### src/rtl/dmem_access_unit_pkg.sv
// rtl/dmem_access_unit_pkg.sv - DMType, cause codes and FSM encodings for the data-memory access unit
package dmem_access_unit_pkg;

    localparam logic [2:0] dm_word           = 3'b000;
    localparam logic [2:0] dm_half           = 3'b001;
    localparam logic [2:0] dm_half_unsigned  = 3'b010;
    localparam logic [2:0] dm_byte           = 3'b011;
    localparam logic [2:0] dm_byte_unsigned  = 3'b100;

    localparam logic [7:0] cause_ld_misalign = 8'd4;
    localparam logic [7:0] cause_ld_fault    = 8'd5;
    localparam logic [7:0] cause_st_misalign = 8'd6;
    localparam logic [7:0] cause_st_fault    = 8'd7;

    typedef enum logic [1:0] {
        ST_IDLE = 2'd0,
        ST_WAIT = 2'd1,
        ST_DONE = 2'd2
    } state_t;

    typedef enum logic [1:0] {
        SZ_WORD = 2'd0,
        SZ_HALF = 2'd1,
        SZ_BYTE = 2'd2
    } size_t;

    // Codes outside the shared table fall back to word accesses.
    function automatic size_t dm_size(input logic [2:0] dmtype);
        case (dmtype)
            dm_half, dm_half_unsigned: return SZ_HALF;
            dm_byte, dm_byte_unsigned: return SZ_BYTE;
            default:                   return SZ_WORD;
        endcase
    endfunction

    function automatic logic dm_unsigned(input logic [2:0] dmtype);
        return (dmtype == dm_half_unsigned) || (dmtype == dm_byte_unsigned);
    endfunction

    function automatic logic dm_misaligned(input logic [2:0] dmtype, input logic [1:0] addr_lo);
        case (dm_size(dmtype))
            SZ_HALF: return addr_lo[0];
            SZ_BYTE: return 1'b0;
            default: return addr_lo != 2'b00;
        endcase
    endfunction

endpackage

### src/rtl/dmem_lane_fmt.sv
// rtl/dmem_lane_fmt.sv - store byte-enable/lane replication and load lane extraction
import dmem_access_unit_pkg::*;

module dmem_lane_fmt (
    input  logic [1:0]  addr_lo,
    input  logic [2:0]  dmtype,
    input  logic [31:0] store_data,
    input  logic [31:0] load_word,
    output logic [3:0]  store_we,
    output logic [31:0] store_word,
    output logic [31:0] load_data
);

    logic [7:0]  byte_lane;
    logic [15:0] half_lane;

    assign byte_lane = load_word[{addr_lo, 3'b000} +: 8];
    assign half_lane = load_word[{addr_lo[1], 4'b0000} +: 16];

    always_comb begin
        store_we   = 4'b1111;
        store_word = store_data;
        load_data  = load_word;
        case (dm_size(dmtype))
            SZ_BYTE: begin
                store_we   = 4'b0001 << addr_lo;
                store_word = {4{store_data[7:0]}};
                load_data  = dm_unsigned(dmtype) ? {24'b0, byte_lane}
                                                 : {{24{byte_lane[7]}}, byte_lane};
            end
            SZ_HALF: begin
                store_we   = addr_lo[1] ? 4'b1100 : 4'b0011;
                store_word = {2{store_data[15:0]}};
                load_data  = dm_unsigned(dmtype) ? {16'b0, half_lane}
                                                 : {{16{half_lane[15]}}, half_lane};
            end
            default: ;
        endcase
    end

endmodule

### src/rtl/dmem_access_unit.sv
// rtl/dmem_access_unit.sv - MEM-stage load/store sequencer with wait-state stall, misalign and timeout faults
import dmem_access_unit_pkg::*;

module dmem_access_unit #(
    parameter int ADDR_W  = 12,
    parameter int TIMEOUT = 15
) (
    input  logic              clk,
    input  logic              reset,
    input  logic              req_rd,
    input  logic              req_wr,
    input  logic [31:0]       req_addr,
    input  logic [31:0]       req_wdata,
    input  logic [2:0]        req_dmtype,
    output logic              stall,
    output logic              rsp_valid,
    output logic [31:0]       rsp_rdata,
    output logic              exc_valid,
    output logic [7:0]        exc_cause,
    output logic              ram_en,
    output logic [3:0]        ram_we,
    output logic [ADDR_W-1:0] ram_addr,
    output logic [31:0]       ram_wdata,
    input  logic [31:0]       ram_rdata,
    input  logic              ram_ready
);

    localparam logic [7:0] TIMEOUT_CNT = 8'(TIMEOUT);

    state_t      state, next_state;
    logic [7:0]  wait_cnt;
    logic        req_wr_q;
    logic [31:0] addr_q, wdata_q;
    logic [2:0]  dmtype_q;
    logic        aborted_q;

    logic        req, misaligned, issue, timed_out, in_idle;
    logic        fmt_store;
    logic [31:0] fmt_addr, fmt_wdata;
    logic [2:0]  fmt_dmtype;
    logic [3:0]  store_we;
    logic [31:0] store_word, load_data;
    logic        unused_addr_hi;

    assign req        = req_rd | req_wr;
    assign misaligned = dm_misaligned(req_dmtype, req_addr[1:0]);
    assign in_idle    = (state == ST_IDLE);
    assign issue      = in_idle && req && !misaligned;
    assign timed_out  = (state == ST_WAIT) && !ram_ready && (wait_cnt == TIMEOUT_CNT);

    // The issue cycle drives the RAM straight from the request; later cycles replay the latched copy.
    assign fmt_store  = in_idle ? req_wr     : req_wr_q;
    assign fmt_addr   = in_idle ? req_addr   : addr_q;
    assign fmt_wdata  = in_idle ? req_wdata  : wdata_q;
    assign fmt_dmtype = in_idle ? req_dmtype : dmtype_q;
    assign unused_addr_hi = ^fmt_addr[31:ADDR_W+2];

    dmem_lane_fmt u_lane_fmt (
        .addr_lo    (fmt_addr[1:0]),
        .dmtype     (fmt_dmtype),
        .store_data (fmt_wdata),
        .load_word  (ram_rdata),
        .store_we   (store_we),
        .store_word (store_word),
        .load_data  (load_data)
    );

    always_ff @(posedge clk or posedge reset) begin
        if (reset) state <= ST_IDLE;
        else       state <= next_state;
    end

    always_comb begin
        next_state = state;
        case (state)
            ST_IDLE: if (issue) next_state = ST_WAIT;
            ST_WAIT: if (ram_ready || timed_out) next_state = ST_DONE;
            ST_DONE: next_state = ST_IDLE;
            default: next_state = ST_IDLE;
        endcase
    end

    always_ff @(posedge clk or posedge reset) begin
        if (reset) begin
            wait_cnt  <= 8'd0;
            req_wr_q  <= 1'b0;
            addr_q    <= 32'd0;
            wdata_q   <= 32'd0;
            dmtype_q  <= dm_word;
            aborted_q <= 1'b0;
            rsp_rdata <= 32'd0;
            exc_cause <= 8'd0;
        end else begin
            if (issue) begin
                wait_cnt  <= 8'd0;
                req_wr_q  <= req_wr;
                addr_q    <= req_addr;
                wdata_q   <= req_wdata;
                dmtype_q  <= req_dmtype;
                aborted_q <= 1'b0;
            end
            if (in_idle && req && misaligned)
                exc_cause <= req_wr ? cause_st_misalign : cause_ld_misalign;
            if (state == ST_WAIT && !ram_ready && !timed_out)
                wait_cnt <= wait_cnt + 8'd1;
            if (state == ST_WAIT && ram_ready && !req_wr_q)
                rsp_rdata <= load_data;
            if (timed_out) begin
                aborted_q <= 1'b1;
                exc_cause <= req_wr_q ? cause_st_fault : cause_ld_fault;
            end
        end
    end

    // Outputs are forced low while reset is held so an in-flight RAM request dies immediately.
    always_comb begin
        stall     = 1'b0;
        rsp_valid = 1'b0;
        exc_valid = 1'b0;
        ram_en    = 1'b0;
        if (!reset) begin
            case (state)
                ST_IDLE: begin
                    if (req) begin
                        if (misaligned) begin
                            exc_valid = 1'b1;
                        end else begin
                            ram_en = 1'b1;
                            stall  = 1'b1;
                        end
                    end
                end
                ST_WAIT: begin
                    ram_en    = 1'b1;
                    stall     = 1'b1;
                    exc_valid = timed_out;
                end
                ST_DONE: rsp_valid = !aborted_q;
                default: ;
            endcase
        end
        ram_we    = (ram_en && fmt_store) ? store_we : 4'b0000;
        ram_addr  = ram_en ? fmt_addr[ADDR_W+1:2] : '0;
        ram_wdata = ram_en ? store_word : 32'd0;
    end

endmodule

### config.mk
export PLATFORM = sky130hd
export DESIGN_NAME = dmem_access_unit
export DESIGN_NICKNAME = d
export VERILOG_FILES = /design/src/rtl/dmem_access_unit_pkg.sv /design/src/rtl/dmem_lane_fmt.sv /design/src/rtl/dmem_access_unit.sv
export SDC_FILE = /design/constraint.sdc
export NUM_CORES = 1
export LEC_CHECK = 0
export BUFFER_PORTS_ARGS = -buffer_cell sky130_fd_sc_hd__clkbuf_2
export CORE_MARGIN = 2
export CORE_UTILIZATION = 51
export CTS_CLUSTER_DIAMETER = 80
export DETAILED_ROUTE_END_ITERATION = 8
export GPL_TIMING_DRIVEN = 0
export PLACE_DENSITY_LB_ADDON = 0.15
export SLEW_MARGIN = 20
export SYNTH_ARGS = -nofsm -noshare
export SYNTH_HDL_FRONTEND = slang
export SYNTH_SLANG_ARGS = --single-unit
### constraint.sdc
create_clock -name clk -period 3.2 [get_ports clk]
set_input_delay 0.16 -clock clk [delete_from_list [all_inputs] [get_ports clk]]
set_output_delay 0.16 -clock clk [all_outputs]
set_load 0.005 [all_outputs]
==> run_results.csv, run 1 <==
group,metric,value,unit
final_layout,drive_gt1_frac,0.3840,
floorplan,die-height,110.4,um
setup_path,end_kind,"output port",
yosys,yosys.area.top_type,"dfrtp_1",
clocking,cts_inserted_buffers,9,
clocking,path_clk_slew,60,ps
yosys,synth_warnings,0,
routing,drtAntennaViolNets,0,
pwr,power.leakage,0.003486,uW
final_layout,num-nets-final,905,
clocking,htreeDepth,3,
floorplan,fp.coreArea,10940,um^2
yosys,syn_area_per_cell,9.533,um^2
sta,setup_viol,0,
setup_path,worstPathRequired,3040,ps
setup_path,cpLargestDelayFamily,"buffers and inverters",
global_route,grt_usage,0.2779,
routing,via_per_inst,5.902,
global_route,grt_pass1_wl,27880,um
job,drv_cap,0,
floorplan,ios,196,
setup_path,cp.buffers_inverters,6,
sta,drv_slew,0,
yosys,synth_area_leaders,"dfrtp_1, mux2_2, mux2i_1, nand2_1, nor2_1",
setup_path,critical_path_arrival,2850,ps
placed_design,hpwl,12910,um
sta,relSlewSlack,0.6067,
global_route,grt_max_degree,62,
sta,rsz0062_at_grt,"false",
pwr,clockPowerShare,0.149,
yosys,synth_edf_count,0,
routing,routed_wl,16930,um
pwr,ir_worst_vdd,0.5166,mV
pwr,switchingPower,3240,uW
sta,tightest_slew,589.9,ps
placed_design,place_congestion,0.8997,
yosys,ys_ff_latch,96,
setup_path,path_max_fanout,10,
pwr,cellPowerDensity,1022,nW/um^2
yosys,ys_types,61,
sta,report.final.hold_viol_count,0,
pwr,p_comb_frac,0.569,
yosys,async_flop_share,1.000,
yosys,ys.flop_type,"dfrtp_1",
sta,max_freq,332.7,MHz
yosys,netlist_instances,606,
sta,period_needed,3006,ps
sta,setup_slack,193.9,ps
global_route,grt.overflow.total,0,
sta,clock_skew,8.135,ps
clocking,cts_buffer_depth,2,
placed_design,io_buffers,172,
final_layout,num_antenna_cells,0,
pwr,p_seq_frac,0.282,
clocking,cts_tree,"done",
floorplan,die-area,12190,um^2
setup_path,path_class,"reg2out",
placed_design,pre_cts_slack,-320.2,ps
yosys,syn_area,5777,um^2
setup_path,startpoint_type,"register",
clocking,clock-sinks,96,
routing,drt-initial-drc-count,353,
routing,dr.pass1.iters,5,
sta,fin_crit_sh,0.9394,
sta,hold_slack,55.09,ps
floorplan,start_util,0.5283,
outcome,status,"finished, final reports clean",
pwr,p_sw_frac,0.4372,
final_layout,syn2layout_area_growth,25.54,%
floorplan,rows,38,
setup_path,cp_cell_sequence,"nor2_4 -> buf_6 -> buf_6 -> nand2_1 -> o31ai_1 -> ha_2 -> clkbuf_4 -> clkbuf_4 -> buf_2 -> o21a_1 -> clkbuf_2",
routing,wl_per_cell,17.97,um
setup_path,cpPeakStageDelay,450,ps
yosys,ys_seq_area_frac,0.4159,
clocking,cts_root_buf,"clkbuf_16",
routing,vias,5560,
pwr,power.internal,4170,uW
clocking,insertion_delay,360,ps
floorplan,die_w,110.4,um
global_route,antenna_found_initial,0,
hold_path,hold_path_class,"in2reg",
global_route,grt_pass1_vias,5572,
yosys,synth_top_area_frac,0.4159,
routing,drc_errors,0,
setup_path,critPathSlowestCell,"dfrtp_1",
[power by group through the flow]
stage	Combinational [uW]	Sequential (uW)	Clock (uW)
after floorplan	2800	2030	0
after global placement	3930	2060	0
after detailed placement	4030	2100	0
after CTS	4110	2080	1120
after global routing	4610	2160	1160
final	4220	2090	1100
[layer usage]
metal | vias to the layer above | GRT usage | share of wire
li1 | 2581 | - | -
met1 | 2688 | 0.3564 | 0.41
met2 | 260 | 0.4757 | 0.50
met3 | 31 | 0.04995 | 0.076
met4 | 0 | 0.09250 | 0.021
met5 | - | 0 | 0
[logic make-up after synthesis]
| logic type | count (synthesis) | share of synthesized area |
|---|---|---|
| AO/OA/AOI/OAI | 133 | 0.1663 |
| XOR/XNOR | 4 | 0.006064 |
| adder cells (fa/ha/maj) | 4 | 0.008664 |
| buffers and inverters | 55 | 0.05025 |
| flip-flops | 96 | 0.4159 |
| multiplexers | 84 | 0.1564 |
| other | 1 | 0.0006491 |
| AND/OR/NAND/NOR | 229 | 0.1958 |
[sequential cells by signal, indices dropped and copies added, names as in the netlist]
signal,flops
req_wr_q,1
wait_cnt,8
state,2
aborted_q,1
addr_q,14
rsp_rdata,32
wdata_q,32
exc_cause,3
dmtype_q,3
[worst register-to-register path, stage by stage, from the launching register on]
cell	delay [ps]
dfrtp_1	450
nor2_4	180
buf_6	170
buf_6	180
nand2_1	90
o31ai_1	100
inv_1	80
ha_1	260
inv_1	110
buf_2	220
a211oi_2	90
o31ai_4	440
buf_6	240
nand3_2	80
[synth_stat cells, types with 2 or more instances]
master	count
a21bo_2	2
nand4_1	3
or3_1	4
mux2i_1	34
nor3_1	3
o21ai_1	9
o21a_1	5
buf_4	10
o21ai_0	14
nand2_1	82
dfrtp_1	96
nor2_1	55
nand3_1	33
and3_1	3
ha_1	4
nor4b_1	2
a221oi_1	7
a311oi_1	8
o22ai_1	16
mux2_2	50
nand3b_1	9
buf_1	6
nor4_1	2
o221ai_1	7
nor3b_1	2
a21oi_1	20
xnor2_1	4
a31oi_1	15
and2_1	2
clkbuf_1	13
a211o_1	8
inv_1	6
buf_6	2
buf_2	16
o22a_1	8
a211oi_2	2
nand2b_1	10
nand3_2	11
[final timing paths]
kind	startpoint	end	slack, ps	cells after the start
max	state[1]$_DFFE_PP0P_	ram_we[1]	190	11
min	req_addr[4]	addr_q[4]$_DFFE_PP0P_	60	2
max reg2reg	state[1]$_DFFE_PP0P_	rsp_rdata[20]$_DFFE_PP0P_	390	13
min reg2reg	wait_cnt[7]$_DFFE_PP0P_	wait_cnt[7]$_DFFE_PP0P_	480	1
max in group asynchronous	reset	wdata_q[3]$_DFFE_PP0P_	2170	4
min in group asynchronous	reset	addr_q[0]$_DFFE_PP0P_	400	3
[timing repair]
| item | in CTS | in global routing |
|---|---|---|
| endpoints found under the setup margin | 51 | 29 |
| cloned | 0 | 0 |
| pin swaps | 0 | 1 |
| hold buffers | 1 | 0 |
| gates resized for setup | 12 | 13 |
| buffers inserted | 0 | 2 |
| hold endpoints to repair | 35 | 0 |
[through the flow]
step	cell area, um^2	instances	total power, uW	TNS [ps]	utilization
after floorplan	5792	610	4825	0	-
after global placement	6828	922	5989	-77110	0.6244
after detailed placement	6860	923	6134	-7260	0.6273
after CTS	7198	940	7313	0	0.6582
after global routing	7252	942	7930	0	0.6632
final	7252	942	7409	0	0.6632
[area by class of cell]
cell class	count	area [um^2]
clock inverter	3	40.04
multi-input combinational	459	3138
fill	931	3684
sequential	96	2402
inverter	7	32.53
timing repair buffer	176	913.4
buffer	48	290.3
clock buffer	13	260.3
tap	140	175.2
[cells in the final DEF (no fill, tap or decap), types with 10 or more instances in the layout]
| master | count |
|---|---|
| clkbuf_2 | 172 |
| nor2_1 | 54 |
| dfrtp_1 | 96 |
| clkbuf_1 | 11 |
| a31oi_1 | 15 |
| buf_2 | 16 |
| a21oi_1 | 20 |
| buf_4 | 12 |
| nand3_1 | 33 |
| nand3_2 | 11 |
| mux2i_1 | 34 |
| mux2_2 | 50 |
| o21ai_0 | 14 |
| nand2_1 | 81 |
| nand2b_1 | 10 |
| o22ai_1 | 16 |
(Power assumes the default switching activity.)
==> run 2: changes to the inputs <==
--- a/config.mk
+++ b/config.mk
@@ -7,6 +7,8 @@
 export LEC_CHECK = 0
 export BUFFER_PORTS_ARGS = -buffer_cell sky130_fd_sc_hd__clkbuf_2
+export CELL_PAD_IN_SITES_DETAIL_PLACEMENT = 2
+export CELL_PAD_IN_SITES_GLOBAL_PLACEMENT = 2
 export CORE_MARGIN = 2
-export CORE_UTILIZATION = 51
+export CORE_UTILIZATION = 30
 export CTS_CLUSTER_DIAMETER = 80
 export DETAILED_ROUTE_END_ITERATION = 8
==> constraint.sdc (replaced) <==
create_clock -name clk -period 3.2 [get_ports clk]
set_input_delay 0.16 -clock clk [delete_from_list [all_inputs] [get_ports clk]]
set_output_delay 0.16 -clock clk [all_outputs]
set_load 0.05 [all_outputs]
==> run_results.csv, run 2 (synthesis results as in run 1) <==
group,metric,value,unit
outcome,status,"finished, final reports clean",
final_layout,num-nets-final,904,
clocking,cts_inserted_buffers,9,
final_layout,drive_gt1_frac,0.3983,
placed_design,hpwl,17000,um
global_route,met1_usage,0.2753,
routing,drt-initial-drc-count,174,
placed_design,pre_cts_slack,-852.7,ps
setup_path,ff2ff_setup_slack,270,ps
routing,drtAntennaViolNets,0,
placed_design,placed_area,7061,um^2
routing,wl_per_cell,20.69,um
global_route,top_usage_layer,"met2",
global_route,grt_usage,0.2209,
job,drv_cap,0,
routing,drc_errors,0,
floorplan,die-area,20380,um^2
global_route,grt.overflow.total,0,
hold_path,hold_path_class,"in2reg",
hold_path,worstHoldStart,"req_addr[2]",
routing,vias,5554,
placed_design,place_congestion,0.8024,
floorplan,ios,196,
sta,max_freq,322.7,MHz
sta,setup_viol,0,
routing,dr.pass1.iters,4,
floorplan,start_util,0.3068,
global_route,grtUsageMet3,0.04192,
setup_path,path_class,"reg2out",
routing,via_per_inst,5.235,
setup_path,cpPeakStageDelay,450,ps
setup_path,cp.buffers_inverters,5,
setup_path,path_max_fanout,10,
final_layout,multi_input_area,3202,um^2
final_layout,layout_common_cells,"clkbuf_2, dfrtp_1, nand2_1",
setup_path,critical_path_arrival,2940,ps
sta,relSlewSlack,0.5407,
floorplan,fp.coreArea,18830,um^2
clocking,insertion_delay,360,ps
sta,finalSetupTns,0,ps
final_layout,stdcell_area,7536,um^2
final_layout,reg_top3,"rsp_rdata (32), wdata_q (32), addr_q (14)",
sta,rsz0062_at_grt,"true",
global_route,grt_pass1_wl,34800,um
sta,period_needed,3099,ps
sta,drv_slew,0,
setup_path,r2r_start,"state[0]$_DFFE_PP0P_",
sta,tightest_slew,688.9,ps
sta,clock_skew,7.171,ps
setup_path,worstPathRequired,3040,ps
global_route,use_met2,0.3932,
pwr,ir_worst_vdd,0.4924,mV
global_route,antenna_found_initial,0,
sta,fin_crit_sh,0.9684,
setup_path,cpLargestDelayFamily,"buffers and inverters",
floorplan,die-height,142.8,um
setup_path,startpoint_type,"register",
pwr,cellPowerDensity,1222,nW/um^2
setup_path,critPathSlowestCell,"dfrtp_2",
routing,routed_wl,21960,um
setup_path,crit_top_cell,"clkbuf_4",
final_layout,fillers,2084,
clocking,htreeDepth,3,
setup_path,end_kind,"output port",
sta,report.final.hold_viol_count,0,
final_layout,num_antenna_cells,0,
sta,setup_slack,101.2,ps
final_layout,regArea,2404,um^2
clocking,clock-sinks,96,
global_route,grt_max_degree,61,
pwr,finalPower,9211,uW
floorplan,rows,50,
placed_design,io_buffers,172,
final_layout,layout_commonest_cell,"clkbuf_2",
floorplan,die_w,142.8,um
clocking,cts_tree,"done",
pwr,power.leakage,0.003512,uW
global_route,grt_pass1_vias,6332,
setup_path,cp_cell_sequence,"nor2_4 -> buf_6 -> a211oi_1 -> a21oi_1 -> inv_1 -> ha_2 -> buf_4 -> clkbuf_4 -> nor2_1 -> a311oi_2 -> clkbuf_4",
final_layout,syn2layout_area_growth,30.45,%
clocking,cts_root_buf,"clkbuf_16",
clocking,path_clk_slew,70,ps
sta,hold_slack,51.25,ps
setup_path,startpoint,"state[0]$_DFFE_PP0P_",
clocking,cts_buffer_depth,2,
-- run 2: cell types whose count changed in the layout (fill, tap and decap cells not counted), sizes merged --
| cell | before | now |
|---|---|---|
| clkinvlp | 0 | 1 |
| clkbuf | 197 | 191 |
| buf | 39 | 41 |
| inv | 6 | 8 |
-- run 2: cell type report --
type                       instances  share of cell area
timing repair buffer             175              0.1283
multi-input combinational        459              0.4249
buffer                            48             0.04001
tap                              260             0.04317
clock buffer                      10             0.03171
inverter                           7            0.004317
sequential                        96              0.3189
clock inverter                     6            0.008634
-- run 2: report_power, final --
group	leakage (uW)	internal, uW	total [uW]	switching (uW)
clock network	0.000149	632	1150	522
logic	0.00220	1900	5950	4050
registers	0.00116	1740	2110	368
total	0.00351	4270	9210	4940
-- run 2: final timing paths --
kind,to,cells past startpoint
max in group asynchronous,wdata_q[2]$_DFFE_PP0P_,4
worst min register to register,exc_cause[2]$_DFFE_PP0P_,1
worst min-delay path,addr_q[2]$_DFFE_PP0P_,2
worst max register to register,rsp_rdata[24]$_DFFE_PP0P_,13
min in group asynchronous,exc_cause[2]$_DFFE_PP0P_,3
worst max-delay path,ram_wdata[26],11
-- run 2: metal layers --
metal	vias up	routed length (um)
li1	2573	-
met1	2823	9421
met2	140	11130
met3	18	1134
met4	0	266
met5	-	0
-- run 2: per-stage QoR --
stage	instances	util
floorplan	610	-
global placement	1042	0.3732
detailed placement	1043	0.3750
CTS	1061	0.3991
global route	1061	0.4002
finish	1061	0.4002
-- run 2: what timing repair did --
item / in CTS / in global routing
pin swaps: 1 / 2
endpoints found under the hold margin: 36 / 0
setup buffers: 1 / 0
hold buffers: 1 / 0
resized for setup: 47 / 11
endpoints found under the setup margin: 60 / 24
